### config.mk
export PLATFORM = sky130hd
export DESIGN_NAME = fi_campaign_ctrl
export DESIGN_NICKNAME = d
export VERILOG_FILES = /design/src/rtl/fi_pkg.sv /design/src/rtl/fi_period_counter.sv /design/src/rtl/fi_campaign_ctrl.sv
export SDC_FILE = /design/constraint.sdc
export NUM_CORES = 1
export LEC_CHECK = 0
export BUFFER_PORTS_ARGS = -buffer_cell sky130_fd_sc_hd__buf_2
export CORE_ASPECT_RATIO = 2
export CORE_MARGIN = 10
export CORE_UTILIZATION = 43
export DETAILED_ROUTE_END_ITERATION = 8
export PLACE_DENSITY = 0.81
export SYNTH_ARGS = -nofsm -noshare
export SYNTH_HDL_FRONTEND = slang
export SYNTH_SLANG_ARGS = --single-unit
### constraint.sdc
create_clock -name clk -period 7.9 [get_ports clk]
set_clock_uncertainty 0.05 [all_clocks]
set_input_delay 0.395 -clock clk [delete_from_list [all_inputs] [get_ports clk]]
set_output_delay 0.395 -clock clk [all_outputs]
set_load 0.005 [all_outputs]
### src/rtl/fi_pkg.sv
// Shared types and constants for the fault-injection campaign controller.
// Used by fi_campaign_ctrl (FI_MODE_ROTATE_EN selects rotating injection modes).
package fi_pkg;

  typedef enum logic [1:0] {
    FI_NONE   = 2'b00,
    FI_SINGLE = 2'b01,
    FI_DOUBLE = 2'b10,
    FI_RANDOM = 2'b11
  } fi_mode_e;

  typedef enum logic [1:0] {
    IDLE,
    RUN,
    DRAIN,
    DONE
  } fi_state_e;

  localparam int FI_DATA_W = 72;

  // Rotation order SINGLE -> DOUBLE -> RANDOM -> SINGLE; NONE never enters the cycle.
  function automatic fi_mode_e fi_next_rot(input fi_mode_e m);
    case (m)
      FI_SINGLE: fi_next_rot = FI_DOUBLE;
      FI_DOUBLE: fi_next_rot = FI_RANDOM;
      default:   fi_next_rot = FI_SINGLE;
    endcase
  endfunction

endpackage

### src/rtl/fi_period_counter.sv
// Phase counter for the injection period: hit marks the last phase of each period.
// A period of zero never hits.
module fi_period_counter #(
  parameter int CNT_W = 16
) (
  input  logic             clk,
  input  logic             rst_n,
  input  logic             load,
  input  logic [CNT_W-1:0] load_val,
  input  logic             clear,
  input  logic             en,
  output logic             hit
);

  logic [CNT_W-1:0] period_q;
  logic [CNT_W-1:0] phase_q;
  logic [CNT_W-1:0] phase_d;

  assign hit = (period_q != '0) && (phase_q == period_q - CNT_W'(1));

  always_comb begin
    phase_d = phase_q;
    if (clear) begin
      phase_d = '0;
    end else if (en) begin
      phase_d = hit ? '0 : phase_q + CNT_W'(1);
    end
  end

  always_ff @(posedge clk or negedge rst_n) begin
    if (!rst_n) begin
      period_q <= '0;
      phase_q  <= '0;
    end else begin
      if (load) begin
        period_q <= load_val;
      end
      phase_q <= phase_d;
    end
  end

endmodule

### src/rtl/fi_campaign_ctrl.sv
// Fault-injection campaign sequencer feeding the combinational injector and registering results.
// Optional build macro FI_MODE_ROTATE_EN: rotate injection modes 01->10->11 on each injection word.
module fi_campaign_ctrl
  import fi_pkg::*;
#(
  parameter int DATA_W = FI_DATA_W,
  parameter int CNT_W  = 16
) (
  input  logic              clk,
  input  logic              rst_n,
  input  logic              start,
  input  logic              stop,
  input  logic [1:0]        cfg_mode,
  input  logic [CNT_W-1:0]  cfg_period,
  input  logic [CNT_W-1:0]  cfg_count,
  input  logic              in_valid,
  output logic              in_ready,
  input  logic [DATA_W-1:0] in_data,
  output logic [DATA_W-1:0] fi_in,
  output logic [1:0]        fi_control,
  input  logic [DATA_W-1:0] fi_out,
  output logic              out_valid,
  input  logic              out_ready,
  output logic [DATA_W-1:0] out_data,
  output logic              out_injected,
  output logic              busy,
  output logic              done,
  output logic [CNT_W-1:0]  inj_cnt
);

  fi_state_e         state_q, state_d;
  fi_mode_e          mode_q;
  fi_mode_e          rot_q;
  fi_mode_e          eff_mode;
  logic [CNT_W-1:0]  count_q;
  logic [CNT_W-1:0]  word_cnt_q;
  logic [CNT_W-1:0]  word_cnt_d;
  logic [CNT_W-1:0]  inj_cnt_q;
  logic              out_valid_q;
  logic              out_injected_q;
  logic [DATA_W-1:0] out_data_q;
  logic              launch;
  logic              accept;
  logic              xfer;
  logic              hit;
  logic              inj_word;
  logic              inj_active;

  assign launch = (state_q == IDLE) && start && !stop;
  // stop wins over acceptance so the aborting cycle never moves a word.
  assign accept = (state_q == RUN) && !stop && (!out_valid_q || out_ready);
  assign xfer   = in_valid && accept;

  fi_period_counter #(
    .CNT_W(CNT_W)
  ) u_period (
    .clk      (clk),
    .rst_n    (rst_n),
    .load     (launch),
    .load_val (cfg_period),
    .clear    (launch),
    .en       (xfer),
    .hit      (hit)
  );

`ifdef FI_MODE_ROTATE_EN
  assign eff_mode = (mode_q == FI_NONE) ? FI_NONE : rot_q;
`else
  assign eff_mode = mode_q;
`endif

  assign inj_word   = xfer && hit;
  assign inj_active = inj_word && (eff_mode != FI_NONE);
  assign word_cnt_d = word_cnt_q + CNT_W'(1);

  assign in_ready     = accept;
  assign fi_in        = in_data;
  assign fi_control   = inj_word ? eff_mode : FI_NONE;
  assign out_valid    = out_valid_q;
  assign out_data     = out_data_q;
  assign out_injected = out_injected_q;
  assign busy         = (state_q != IDLE);
  assign done         = (state_q == DONE);
  assign inj_cnt      = inj_cnt_q;

  always_comb begin
    state_d = state_q;
    case (state_q)
      IDLE: begin
        if (launch) state_d = RUN;
      end
      RUN: begin
        if (stop) begin
          state_d = DRAIN;
        end else if (xfer && (count_q != '0) && (word_cnt_d == count_q)) begin
          state_d = DRAIN;
        end
      end
      DRAIN: begin
        if (!out_valid_q || out_ready) state_d = DONE;
      end
      default: state_d = IDLE;
    endcase
  end

  always_ff @(posedge clk or negedge rst_n) begin
    if (!rst_n) begin
      state_q        <= IDLE;
      mode_q         <= FI_NONE;
      rot_q          <= FI_SINGLE;
      count_q        <= '0;
      word_cnt_q     <= '0;
      inj_cnt_q      <= '0;
      out_valid_q    <= 1'b0;
      out_injected_q <= 1'b0;
      out_data_q     <= '0;
    end else begin
      state_q <= state_d;
      if (launch) begin
        mode_q     <= fi_mode_e'(cfg_mode);
        rot_q      <= FI_SINGLE;
        count_q    <= cfg_count;
        word_cnt_q <= '0;
        inj_cnt_q  <= '0;
      end else begin
        if (xfer) word_cnt_q <= word_cnt_d;
        if (inj_active && (inj_cnt_q != '1)) inj_cnt_q <= inj_cnt_q + CNT_W'(1);
        if (inj_active) rot_q <= fi_next_rot(rot_q);
      end
      // A new transfer overrides the sink's clear in the same cycle.
      if (xfer) begin
        out_valid_q    <= 1'b1;
        out_data_q     <= fi_out;
        out_injected_q <= inj_active;
      end else if (out_ready) begin
        out_valid_q <= 1'b0;
      end
    end
  end

endmodule
=== Yosys cells after proc, flatten, opt, wreduce, memory -nomap -nowiden ===
Cells that the tools add are included.

* Output and inout port bits: 167
* Logic and storage cells: 61
* Flip-flop bits (word level): 158
* Input port bits: 184

* Reduce and logical (&&, ||, !) cells: 23
* $add $sub $neg: 4
* Mux-type cells: 15
* Eq/ne operators: 9

{| class="wikitable"
|+ Operators by type and width
! operator !! count
|-
| 16-bit 2-to-1 mux || 7
|-
| 16-bit by 1-bit adder with 16-bit output (second input constant) || 3
|-
| 16-bit == test || 2
|-
| 16-bit nonzero test || 2
|-
| 16-bit != test (second input constant) || 1
|-
| 16-bit by 1-bit subtractor with 16-bit output (second input constant) || 1
|-
| 1-bit logical AND || 11
|-
| 2-bit 2-to-1 mux || 5
|-
| 2-bit nonzero test || 5
|-
| 2-bit one-hot mux with 3 select lines || 1
|-
| 2-bit == test (second input constant) || 2
|-
| 2-bit != test (second input constant) || 2
|-
| 3-bit by 2-bit != test with 1-bit output (second input constant) || 1
|-
| 3-bit AND reduction || 1
|-
| 2-bit by 1-bit == test with 1-bit output (second input constant) || 1
|-
| 1-bit logical NOT || 2
|-
| 2-bit logical NOT || 1
|-
| 1-bit 2-to-1 mux || 2
|-
| 1-bit logical OR || 1
|}

=== Logic depth before layout (Yosys ltp) ===
Gate-level depths: netlist of run 1.

* Depth in word-level cells: 9
* Mapped depth: 13
* Mapped depth without buffers: 10

=== Modules after synthesis ===
A second synthesis of run 1 with hierarchy kept.

* Cells, all modules: 874
* Area, all modules: 8204.1 µm²

{| class="wikitable"
|+ Modules (own cells, without submodules)
! module !! area each (µm²) !! sequential area each (µm²) !! times used !! cells each
|-
| fi_campaign_ctrl || 6195.9 || 3153.0 || 1 || 677
|-
| fi_period_counter || 2008.2 || 800.8 || 1 || 197
|}

=== Worst setup path before layout of run 1 ===
No wires, ideal clock.

* Path kind: register to register
* Start: reg u_period.period_q[0]
* End: reg inj_cnt_q[10] (netlist: inj_cnt[10])
* Buffers on the path: 2
* Period minus slack after synthesis: 3373 ps
* Data required time: 7784 ps
* Setup time: 66 ps
* Stages on the path, launching flop included: 13
* Setup slack: 4527 ps
* Arrival time: 3257 ps
* Cell sequence: dfrtp_1 -> inv_1 -> ha_1 -> buf_2 -> or3b_2 -> or3_1 -> nand2_1 -> nand3_1 -> or4_1 -> or4_4 -> buf_6 -> or4_1 -> nand2_1

* Cells in the longest elaborated chain, start to end: 7
* Elaborated cells between the ends (all ways): 8
* Classes of those cells: add/sub (1); eq/ne (1); reduce/logical (6)

{| class="wikitable"
|+ Ends and longest elaborated chain
! element !! line !! text
|-
| start: declaration || fi_period_counter.sv:15 || <nowiki>logic [CNT_W-1:0] period_q;</nowiki>
|-
| start signal: assignment || fi_period_counter.sv:36 || <nowiki>period_q <= load_val;</nowiki>
|-
| 16-bit by 1-bit subtractor with 16-bit output || fi_period_counter.sv:19 || <nowiki>assign hit = (period_q != '0) && (phase_q == period_q - CNT_W'(1));</nowiki>
|-
| 16-bit == test || fi_period_counter.sv:19 ||
|-
| 1-bit logical AND (*) || fi_period_counter.sv:19 ||
|-
| 1-bit logical AND (*) || fi_campaign_ctrl.sv:72 || <nowiki>assign inj_word = xfer && hit;</nowiki>
|-
| 1-bit logical AND (*) || fi_campaign_ctrl.sv:73 || <nowiki>assign inj_active = inj_word && (eff_mode != FI_NONE);</nowiki>
|-
| 1-bit logical AND (*) || fi_campaign_ctrl.sv:127 || <nowiki>if (inj_active && (inj_cnt_q != '1)) inj_cnt_q <= inj_cnt_q + CNT_W'(1);</nowiki>
|-
| 2-bit nonzero test (no line) (*) || - ||
|-
| end signal: assignment || fi_campaign_ctrl.sv:127 ||
|-
| end: declaration || fi_campaign_ctrl.sv:38 || <nowiki>logic [CNT_W-1:0] inj_cnt_q;</nowiki>
|}

Mark *: on every way between the ends. The rest lies on a longest branch, timed or not.
A chain may end at the register's enable or synchronous reset.

=== Worst setup path after layout of run 1 ===
* Start: reg u_period.period_q[3]
* End: reg inj_cnt_q[4] (netlist: inj_cnt[4])

Same word-level chain as after synthesis.

==> results.tsv, run 1 <==
metric	value	unit
status	complete, no violations	
post-synth top area share	0.462	
clock root cell	clkbuf_16	
Min-Delay Path Class	input port to async pin	
global-route usage over all layers	0.190	
most frequent cells in the layout	nand2_1 (351), buf_2 (205), dfrtp_1 (158)	
ys flop type	dfrtp_1	
Final setup viols	0	
antenna violations before repair	0	
Core ar.	19700	µm²
crit path to	inj_cnt[4]	
Slew Limit Headroom	0.279	
post-synth cell types	60	
ANT cells	0	
Die Footprint	26300	µm²
clk_lat worst skew	0.43	ns
synth-to-layout area growth	14.4	%
placed cells	1366	
clock buffer depth	2	
CP startpoint kind	flop	
setup bufs post-CTS	0	
clk sinks	158	
pwr/cell area	326	nW/µm²
die height	220	µm
final non-filler cell total	1398	
worst reg-to-reg path cell count	8	
slew at the pin closest to its max-slew limit	1.08	ns
Logic pwr share	0.329	
period utilisation layout	0.532	
vias in the first global route	7590	
violation count after the first detailed-routing iteration	539	
post-cts resize count	0	
Peak VDD IR	0.148	mV
pin count of the biggest net entering global routing	116	
port bufs	206	
synthesized netlist cell count	1020	
DRT Pass-1 Iters	5	
CTS tree	yes	
Worst R2R Start	u_period.period_q[3]	
Worst Path Required	8.21	ns
RSZ-0062 raised after global routing	false	
CTS H-tree depth	4	
critical path class	flop to flop	
clock share of power	0.252	
drt via density	5.33	
biggest area consumer among synthesized cells	dfrtp_1	
reg2reg end	inj_cnt[4]	
Synth Warn #	0	
Setup TNS Final	0	ns
Sw Ratio	0.368	
HPWL Detailed	18600	µm
CP Capture Type	flop	
first-pass GRT wire length	39900	µm
CP Max Fanout	30	
Post-Route WL	25100	µm
GP Congestion	0.883	
DRC errors left	0	
Pint	2.02	mW
ANT nets after route	0	
Seq/Total Area, Yosys	0.462	
Synth Net Count	1212	
Tmin final	4.20	ns
Flop pwr share	0.419	
Pins Over Slew Limit	0	
Num CTS Buffers	17	
Avg Synthesized Cell Area	8.39	µm²
share of layout cells above drive strength 1	0.233	
# rows	73	
Mapped Area	8560	µm²
cts hold-fix bufs	0	
FFs w/ async S/R, synth	1.00	
Critical Path AT	4.51	ns
R2R Setup Slk	3.70	ns
clock-pin slew on the worst setup and hold paths	0.07	ns
Initial Util	0.434	
CP Launch Point	u_period.period_q[3]	
# IOs	351	
nets	1315	
Hold Violations, Final	0	
top post-synthesis cells by area	dfrtp_1 (46%), nand2_1 (15%), buf_4 (6.3%)	
fmax	0.238	GHz
WL per Instance	17.9	µm
EDFF count, synth	0	
chip width	120	µm
vias after detailed routing	7452	
max cap viols	0	
Synth Register Bits	158	
total gr overflow	0	
switching pwr	1.18	mW
commonest non-fill, non-tap cell in the layout	nand2_1	
Pleak	4.89	nW
-- synth_stat cells (4+ instances only) --
cell,count
a21oi_1,17
or2_2,9
nand3_1,29
ha_1,8
o22ai_1,4
and4_1,7
buf_2,4
xnor2_1,30
nand2b_1,9
nor3b_1,5
nor4b_1,4
or3_1,8
a31oi_1,10
nor3_1,14
or4_1,7
nand2_1,352
o311ai_0,8
dfrtp_1,158
o31ai_1,5
mux2i_1,7
nor2_1,39
o211ai_1,7
o21ai_0,25
clkbuf_1,41
xor2_1,19
buf_1,10
nor4_1,11
and3_1,11
nand4_1,27
inv_1,21
buf_4,72
-- cell type report --
| cell class | instances | area (µm²) |
|---|---|---|
| inverter | 21 | 78.8 |
| timing repair buffer | 213 | 1090 |
| fill | 1935 | 9930 |
| multi-input combinational | 712 | 3770 |
| tap | 262 | 328 |
| clock inverter | 10 | 105 |
| sequential | 158 | 3950 |
| clock buffer | 22 | 474 |
-- power groups by stage --
stage          clock network [mW]  logic (mW)  registers [mW]
6_report                    0.806        1.05            1.34
5_1_grt                     0.862        1.19            1.38
4_1_cts                     0.831        1.06            1.34
3_5_place_dp                    0        1.06            1.35
3_3_place_gp                    0        1.02            1.33
2_1_floorplan                   0       0.653            1.31
-- sequential cells by signal, summed over array words and instances (netlist names) --
register,cells
out_data,72
inj_cnt,16
word_cnt_q,16
out_valid,1
u_period.period_q,16
eff_mode,2
count_q,16
u_period.phase_q,16
state_q,2
out_injected,1
-- stage by stage --
step	hold slack [ns]	power [mW]	cell area (µm²)	setup slack (ns)	utilization
finish	0.0635	3.19	9800	3.70	0.497
global route	0.0879	3.43	9800	3.23	0.497
CTS	0.0719	3.23	9800	3.76	0.497
detailed placement	0.406	2.40	9220	3.79	0.467
global placement	0.403	2.36	9220	3.88	0.467
floorplan	0.0494	1.96	8560	4.53	-
-- logic make-up (layout without fill, tap and decap cells) --
group	Yosys count	count (layout)	share of synthesized area
AOI/OAI and AO/OA	99	99	0.0770
xor gates and xnor gates	49	49	0.0501
buffers and inverters	150	266	0.0997
DFF	158	158	0.462
muxes	8	8	0.00950
and+or+nand+nor	548	548	0.290
adders and majority gates	8	8	0.0117
-- worst min-delay path by stage --
stage | slack (ns) | end | from | cells past startpoint
6_report | 0.06 | out_data[27] | rst_n | 1
5_1_grt | 0.09 | out_data[27] | fi_out[27] | 3
4_1_cts | 0.07 | out_data[57] | fi_out[57] | 3
3_5_place_dp | 0.41 | out_data[62] | out_data[62] | 2
3_3_place_gp | 0.40 | out_data[0] | out_data[0] | 2
2_1_floorplan | 0.05 | count_q[0] | rst_n | 0
-- routing by layer --
layer  track usage  share of wire  up-vias
li1              -              -     3533
met1         0.179           0.32     3503
met2         0.343           0.55      271
met3        0.0425          0.057      145
met4         0.155          0.073        0
met5             0              0        -
-- worst max-delay path, cell delays in order, from the launching register on --
cell	delay (ns)
dfrtp_1	0.47
nor4_2	0.96
nand4_1	0.31
nor4b_1	0.33
nor4_1	0.15
or4_1	0.55
or4_4	0.61
or4_1	0.55
a21oi_1	0.14
Power figures use the tool's default switching activity.
==> run 2, diff against run 1 <==
- ABC_AREA: unset -> 1
- PLACE_DENSITY: 0.81 -> 0.8
- clock period: 7.9 -> 4.3 ns (I/O delays scaled with it)
==> results.tsv, run 2 <==
metric	value	unit	change
status	complete, no violations		unchanged
Final setup viols	0		unchanged
clock root cell	clkbuf_16		unchanged
Critical Path AT	2.68	ns	was 4.51 ns
Peak VDD IR	0.351	mV	was 0.148 mV
FFs w/ async S/R, synth	1.00		unchanged
global-route usage over all layers	0.210		was 0.190
synthesized netlist cell count	1148		was 1020
violation count after the first detailed-routing iteration	397		was 539
vias in the first global route	8938		was 7590
antenna violations before repair	0		unchanged
Hold Path Origin	cfg_count[2]		
clock-pin slew on the worst setup and hold paths	0.07	ns	about the same
post-synth cell types	43		was 60
CP startpoint kind	flop		unchanged
Tmin final	2.94	ns	
Hold Violations, Final	0		unchanged
vias after detailed routing	8540		was 7452
Seq/Total Area, Yosys	0.443		was 0.462
Setup TNS Final	0	ns	unchanged
Pleak	5.91	nW	was 4.89 nW
Min-Delay Path Class	input port to flop		was input port to async pin
# rows	74		was 73
post-cts resize count	0		unchanged
pwr/cell area	542	nW/µm²	was 326 nW/µm²
ANT cells	0		unchanged
Post-Route WL	28500	µm	was 25100 µm
DRT Pass-1 Iters	4		was 5
Slew Limit Headroom	0.383		was 0.279
biggest area consumer among synthesized cells	dfrtp_1		unchanged
Mapped Area	8930	µm²	was 8560 µm²
final non-filler cell total	1657		was 1398
ys flop type	dfrtp_1		unchanged
total gr overflow	0		unchanged
Pins Over Slew Limit	0		unchanged
number of flip-flops in the largest register	72		unchanged
chip width	122	µm	was 120 µm
clk_lat worst skew	0.44	ns	was 0.43 ns
most instantiated cells after synthesis	nand2_1 (406), dfrtp_1 (158), inv_1 (89)		was nand2_1 (352), dfrtp_1 (158), buf_4 (72)
most frequent cells in the layout	nand2_1 (405), buf_2 (205), dfrtp_1 (158)		was nand2_1 (351), buf_2 (205), dfrtp_1 (158)
DP Area	9680	µm²	was 9220 µm²
period utilisation layout	0.684		
share of layout cells above drive strength 1	0.226		was 0.233
Synth Warn #	0		unchanged
CTS tree	yes		unchanged
most frequent cell after synthesis	nand2_1		unchanged
# IOs	351		unchanged
HPWL Detailed	20400	µm	was 18600 µm
synth-to-layout area growth	27.0	%	was 14.4%
CTS H-tree depth	4		unchanged
DRC errors left	0		unchanged
Fin Hold WS	0.00671	ns	was 0.0635 ns
critical path class	flop to output pin		was flop to flop
drt via density	5.15		was 5.33
RSZ-0062 raised after global routing	false		unchanged
slew at the pin closest to its max-slew limit	0.925	ns	was 1.08 ns
Die Footprint	27300	µm²	was 26300 µm²
EDFF count, synth	0		unchanged
Initial Util	0.437		was 0.434
CP Cell Sequence	inv_1 -> ha_1 -> nand2_2 -> nor2_4 -> nand2_2 -> nand2_2 -> o21ai_0 -> nor3_1 -> nand4_1 -> nor2_1 -> nand3_1 -> nor2_1 -> buf_2		was nor4_2 -> nand4_1 -> nor4b_1 -> nor4_1 -> or4_1 -> or4_4 -> or4_1 -> a21oi_1
clk sinks	158		unchanged
slowest CP cell	dfrtp_1		was nor4_2
top post-synthesis cells by area	dfrtp_1 (44%), nand2_1 (17%), buf_4 (6.1%)		was dfrtp_1 (46%), nand2_1 (15%), buf_4 (6.3%)
GP Congestion	1.01		was 0.883
pin count of the biggest net entering global routing	100		was 116
Final Instance Area	11300	µm²	was 9800 µm²
Synth Register Bits	158		unchanged
Core ar.	20500	µm²	was 19700 µm²
Synth Net Count	1340		was 1212
fin util	0.554		was 0.497
first-pass GRT wire length	45500	µm	was 39900 µm
CP Capture Type	output pin		was flop
post-place setup slack	1.58	ns	was 3.79 ns
Avg Synthesized Cell Area	7.78	µm²	was 8.39 µm²
Worst R2R Start	u_period.period_q[0]		was u_period.period_q[3]
die height	224	µm	was 220 µm
post-synth top area share	0.443		was 0.462
nets	1570		was 1315
power consumption	6.15	mW	was 3.19 mW
Worst path max stage delay	0.39	ns	was 0.96 ns
ANT nets after route	0		unchanged
Final WS setup	1.36	ns	was 3.70 ns
commonest non-fill, non-tap cell in the layout	nand2_1		unchanged
CP Launch Point	u_period.period_q[0]		was u_period.period_q[3]
crit-path most repeated cell	nand2_2		was or4_1
Worst Path Required	4.03	ns	was 8.21 ns
worst path buffer plus inverter count	2		was 0
Num CTS Buffers	17		unchanged
fmax	0.340	GHz	
placed cells	1520		was 1366
max cap viols	0		unchanged
delay-heaviest family, CP	simple AND/OR/NAND/NOR gates		unchanged
clock buffer depth	2		unchanged
WL per Instance	17.2	µm	was 17.9 µm
port bufs	206		unchanged
CP Max Fanout	6		was 30
run 2: cell count changes in the layout (fill, tap and decap cells not counted), moves of 19 or more:
cell,change
dlygate4sd3_1,+105
inv_1,+67
nand2_1,+54
nor2_1,+46
nand3_1,+33
xnor2_1,-19
run 2: where the power goes:
| group | internal [mW] | leakage [nW] | switching, mW | total [mW] |
|---|---|---|---|---|
| sequential | 2.00 | 2.00 | 0.401 | 2.40 |
| combinational | 0.896 | 3.61 | 1.28 | 2.17 |
| clock | 0.844 | 0.304 | 0.729 | 1.57 |
| total | 3.74 | 5.91 | 2.41 | 6.15 |
run 2: repair_timing:
| item | CTS | global route |
|---|---|---|
| endpoints found under the setup margin | 0 | 0 |
| buffers inserted | 0 | 0 |
| endpoints found under the hold margin | 201 | 0 |
| hold buffers | 105 | 0 |
run 2: final cells by class:
| class | instances | area, µm² |
|---|---|---|
| clock buffers | 17 | 425 |
| inverters | 96 | 362 |
| repair buffers | 318 | 2140 |
| well taps | 266 | 333 |
| fillers | 1790 | 9120 |
| clock inverters | 15 | 193 |
| multi-input cells | 787 | 3940 |
| flip-flops and latches | 158 | 3950 |
run 2: final timing paths:
check	to	slack, ns	cells after the start
min in group asynchronous	out_data[2]	0.38	2
worst max register to register	u_period.phase_q[11]	1.53	13
worst min-delay path	count_q[2]	0.007	3
worst min register to register	out_data[28]	0.43	2
worst max-delay path	fi_control[1]	1.36	13
max in group asynchronous	inj_cnt[8]	2.79	3
run 2: cell families after synthesis:
kind of cell    share of synthesized area
buf+inv                             0.118
flops                               0.443
xor+xnor                           0.0398
mux                                0.0176
compound gates                     0.0461
fa+ha+maj                          0.0112
simple gates                        0.325
run 2: metal layers:
layer  vias up  global-route usage  share of wire
met5         -                   0              0
met4         0               0.154          0.075
met3       154              0.0632          0.074
met2       364               0.368           0.52
met1      3972               0.199           0.33
li1       4050                   -              -
run 2: worst reg2reg max path, delay by kind of cell, from the launching register on:
| family | cells | cell delay [ns] |
|---|---|---|
| fa+ha+maj | 1 | 0.33 |
| flops | 1 | 0.39 |
| compound gates | 2 | 0.34 |
| simple gates | 8 | 1.31 |
| buf+inv | 2 | 0.23 |
==> run 3, diff against run 2 <==
- PLACE_DENSITY: 0.8 -> 0.83
- clock period: 4.3 -> 2.45 ns (I/O delays scaled with it)
==> results.tsv, run 3 (synthesis gave the netlist of run 2 again) <==
metric	value	unit	change
critical path class	flop to output pin		unchanged
# IOs	351		unchanged
Min-Delay Path Class	input port to flop		unchanged
Final WS setup	-0.133	ns	was 1.36 ns
pin count of the biggest net entering global routing	75		was 100
first-pass GRT wire length	48100	µm	was 45500 µm
CP Cell Sequence	inv_2 -> ha_4 -> buf_12 -> xor2_1 -> nand2_1 -> nand2_2 -> nor2_4 -> o211ai_1 -> nor3_2 -> nand4_1 -> nor2_1 -> nand3_1 -> nor2_1 -> buf_2		was inv_1 -> ha_1 -> nand2_2 -> nor2_4 -> nand2_2 -> nand2_2 -> o21ai_0 -> nor3_1 -> nand4_1 -> nor2_1 -> nand3_1 -> nor2_1 -> buf_2
Setup TNS Final	-0.264	ns	was 0 ns
DRC errors left	0		unchanged
Worst path max stage delay	0.38	ns	was 0.39 ns
CTS H-tree depth	4		unchanged
most frequent cells in the layout	nand2_1 (401), buf_2 (205), dfrtp_1 (156)		was nand2_1 (405), buf_2 (205), dfrtp_1 (158)
violation count after the first detailed-routing iteration	380		was 397
crit-path most repeated cell	nor2_1		was nand2_2
Core ar.	20500	µm²	unchanged
share of layout cells above drive strength 1	0.255		was 0.226
clock buffer depth	2		unchanged
clock-pin slew on the worst setup and hold paths	0.07	ns	about the same
Post-Route WL	30400	µm	was 28500 µm
drt via density	5.17		was 5.15
clk sinks	158		unchanged
Hold Violations, Final	0		unchanged
clock root cell	clkbuf_16		unchanged
CP Capture Type	output pin		unchanged
GP Congestion	0.984		was 1.01
total gr overflow	0		unchanged
slew at the pin closest to its max-slew limit	0.768	ns	was 0.925 ns
Pins Over Slew Limit	0		unchanged
power consumption	11.2	mW	was 6.15 mW
fmax	0.387	GHz	
synth-to-layout area growth	32.0	%	was 27.0%
global-route usage over all layers	0.222		was 0.210
die height	224	µm	unchanged
Worst Path Required	2.28	ns	was 4.03 ns
Peak VDD IR	0.732	mV	was 0.351 mV
Pleak	6.11	nW	was 5.91 nW
Die Footprint	27300	µm²	unchanged
period utilisation layout	1.05		
CP startpoint kind	flop		unchanged
status	complete, but fails checks		was complete, no violations
clk_lat worst skew	0.44	ns	about the same
slowest CP cell	dfrtp_1		unchanged
HPWL Detailed	21400	µm	was 20400 µm
port bufs	206		unchanged
vias after detailed routing	8741		was 8540
placed cells	1538		was 1520
# rows	74		unchanged
pwr/cell area	953	nW/µm²	was 542 nW/µm²
Critical Path AT	2.41	ns	was 2.68 ns
Initial Util	0.437		unchanged
number of flip-flops in the largest register	72		unchanged
chip width	122	µm	unchanged
max cap viols	0		unchanged
DRT Pass-1 Iters	5		was 4
RSZ-0062 raised after global routing	true		was false
vias in the first global route	9412		was 8938
CP Max Fanout	4		was 6
filler instances	1735		was 1790
nets	1602		was 1570
Slew Limit Headroom	0.488		was 0.383
final non-filler cell total	1692		was 1657
CTS tree	yes		unchanged
ANT nets after route	0		unchanged
WL per Instance	18.0	µm	was 17.2 µm
commonest non-fill, non-tap cell in the layout	nand2_1		unchanged
Final setup viols	2		was 0
Tmin final	2.58	ns	
antenna violations before repair	2		was 0
failing checks	negative setup slack		
Num CTS Buffers	17		unchanged
run 3: final cells by class:
class                   count  area, µm²  area share
multi-input cells         787       4030       0.342
flip-flops and latches    158       3960       0.335
repair buffers            350       2500       0.212
clock buffers              17        425      0.0361
inverters                  96        362      0.0307
well taps                 266        333      0.0282
clock inverters            15        175      0.0149
diodes                      3       7.51    0.000636
run 3: power breakdown:
group | switching, mW | internal (mW)
registers | 0.717 | 3.52
clock network | 1.21 | 1.54
logic | 2.46 | 1.79
run 3: worst paths after layout:
kind	startpoint	endpoint	slack, ns	cells after the start
min	start	count_q[2]	0.15	3
min in group asynchronous	rst_n	out_data[58]	0.16	2
max	u_period.period_q[1]	fi_control[1]	-0.13	14
max in group asynchronous	rst_n	count_q[0]	1.44	3
max reg2reg	u_period.period_q[1]	inj_cnt[1]	0.07	16
min reg2reg	out_data[56]	out_data[56]	0.42	2
run 3: stage by stage:
stage | utilization | cell area (µm²) | worst slack, ns | hold WS [ns]
2_1_floorplan | - | 8930 | 0.221 | -0.223
3_3_place_gp | 0.483 | 9870 | 0.0592 | 0.0749
3_5_place_dp | 0.483 | 9870 | 0.0224 | 0.0790
4_1_cts | 0.570 | 11700 | -0.136 | 0.137
5_1_grt | 0.576 | 11800 | -0.316 | 0.167
6_report | 0.576 | 11800 | -0.133 | 0.153
run 3: timing repair:
action / 4_1_cts / 5_1_grt
pin swaps: 4 / 7
buffers inserted: 7 / 4
gates resized for setup: 12 / 18
hold buffers: 108 / 0
gates cloned: 0 / 1
endpoints found under the setup margin: 3 / 20
hold endpoints to repair: 155 / 0
run 3: routing by layer:
| layer | vias up | track usage | routed length [µm] |
|---|---|---|---|
| met2 | 355 | 0.389 | 15900 |
| met5 | - | 0 | 0 |
| met3 | 161 | 0.0645 | 1970 |
| met1 | 4126 | 0.211 | 10200 |
| met4 | 0 | 0.170 | 2310 |
| li1 | 4099 | - | - |
run 3: critical path, delay by kind of cell, from the launching register on:
family                   cells  cell delay (ns)
AO/OA/AOI/OAI                1             0.13
XOR/XNOR                     1             0.14
adder cells (fa/ha/maj)      1             0.18
buffers and inverters        3             0.31
flip-flops                   1             0.38
AND/OR/NAND/NOR              8             0.83
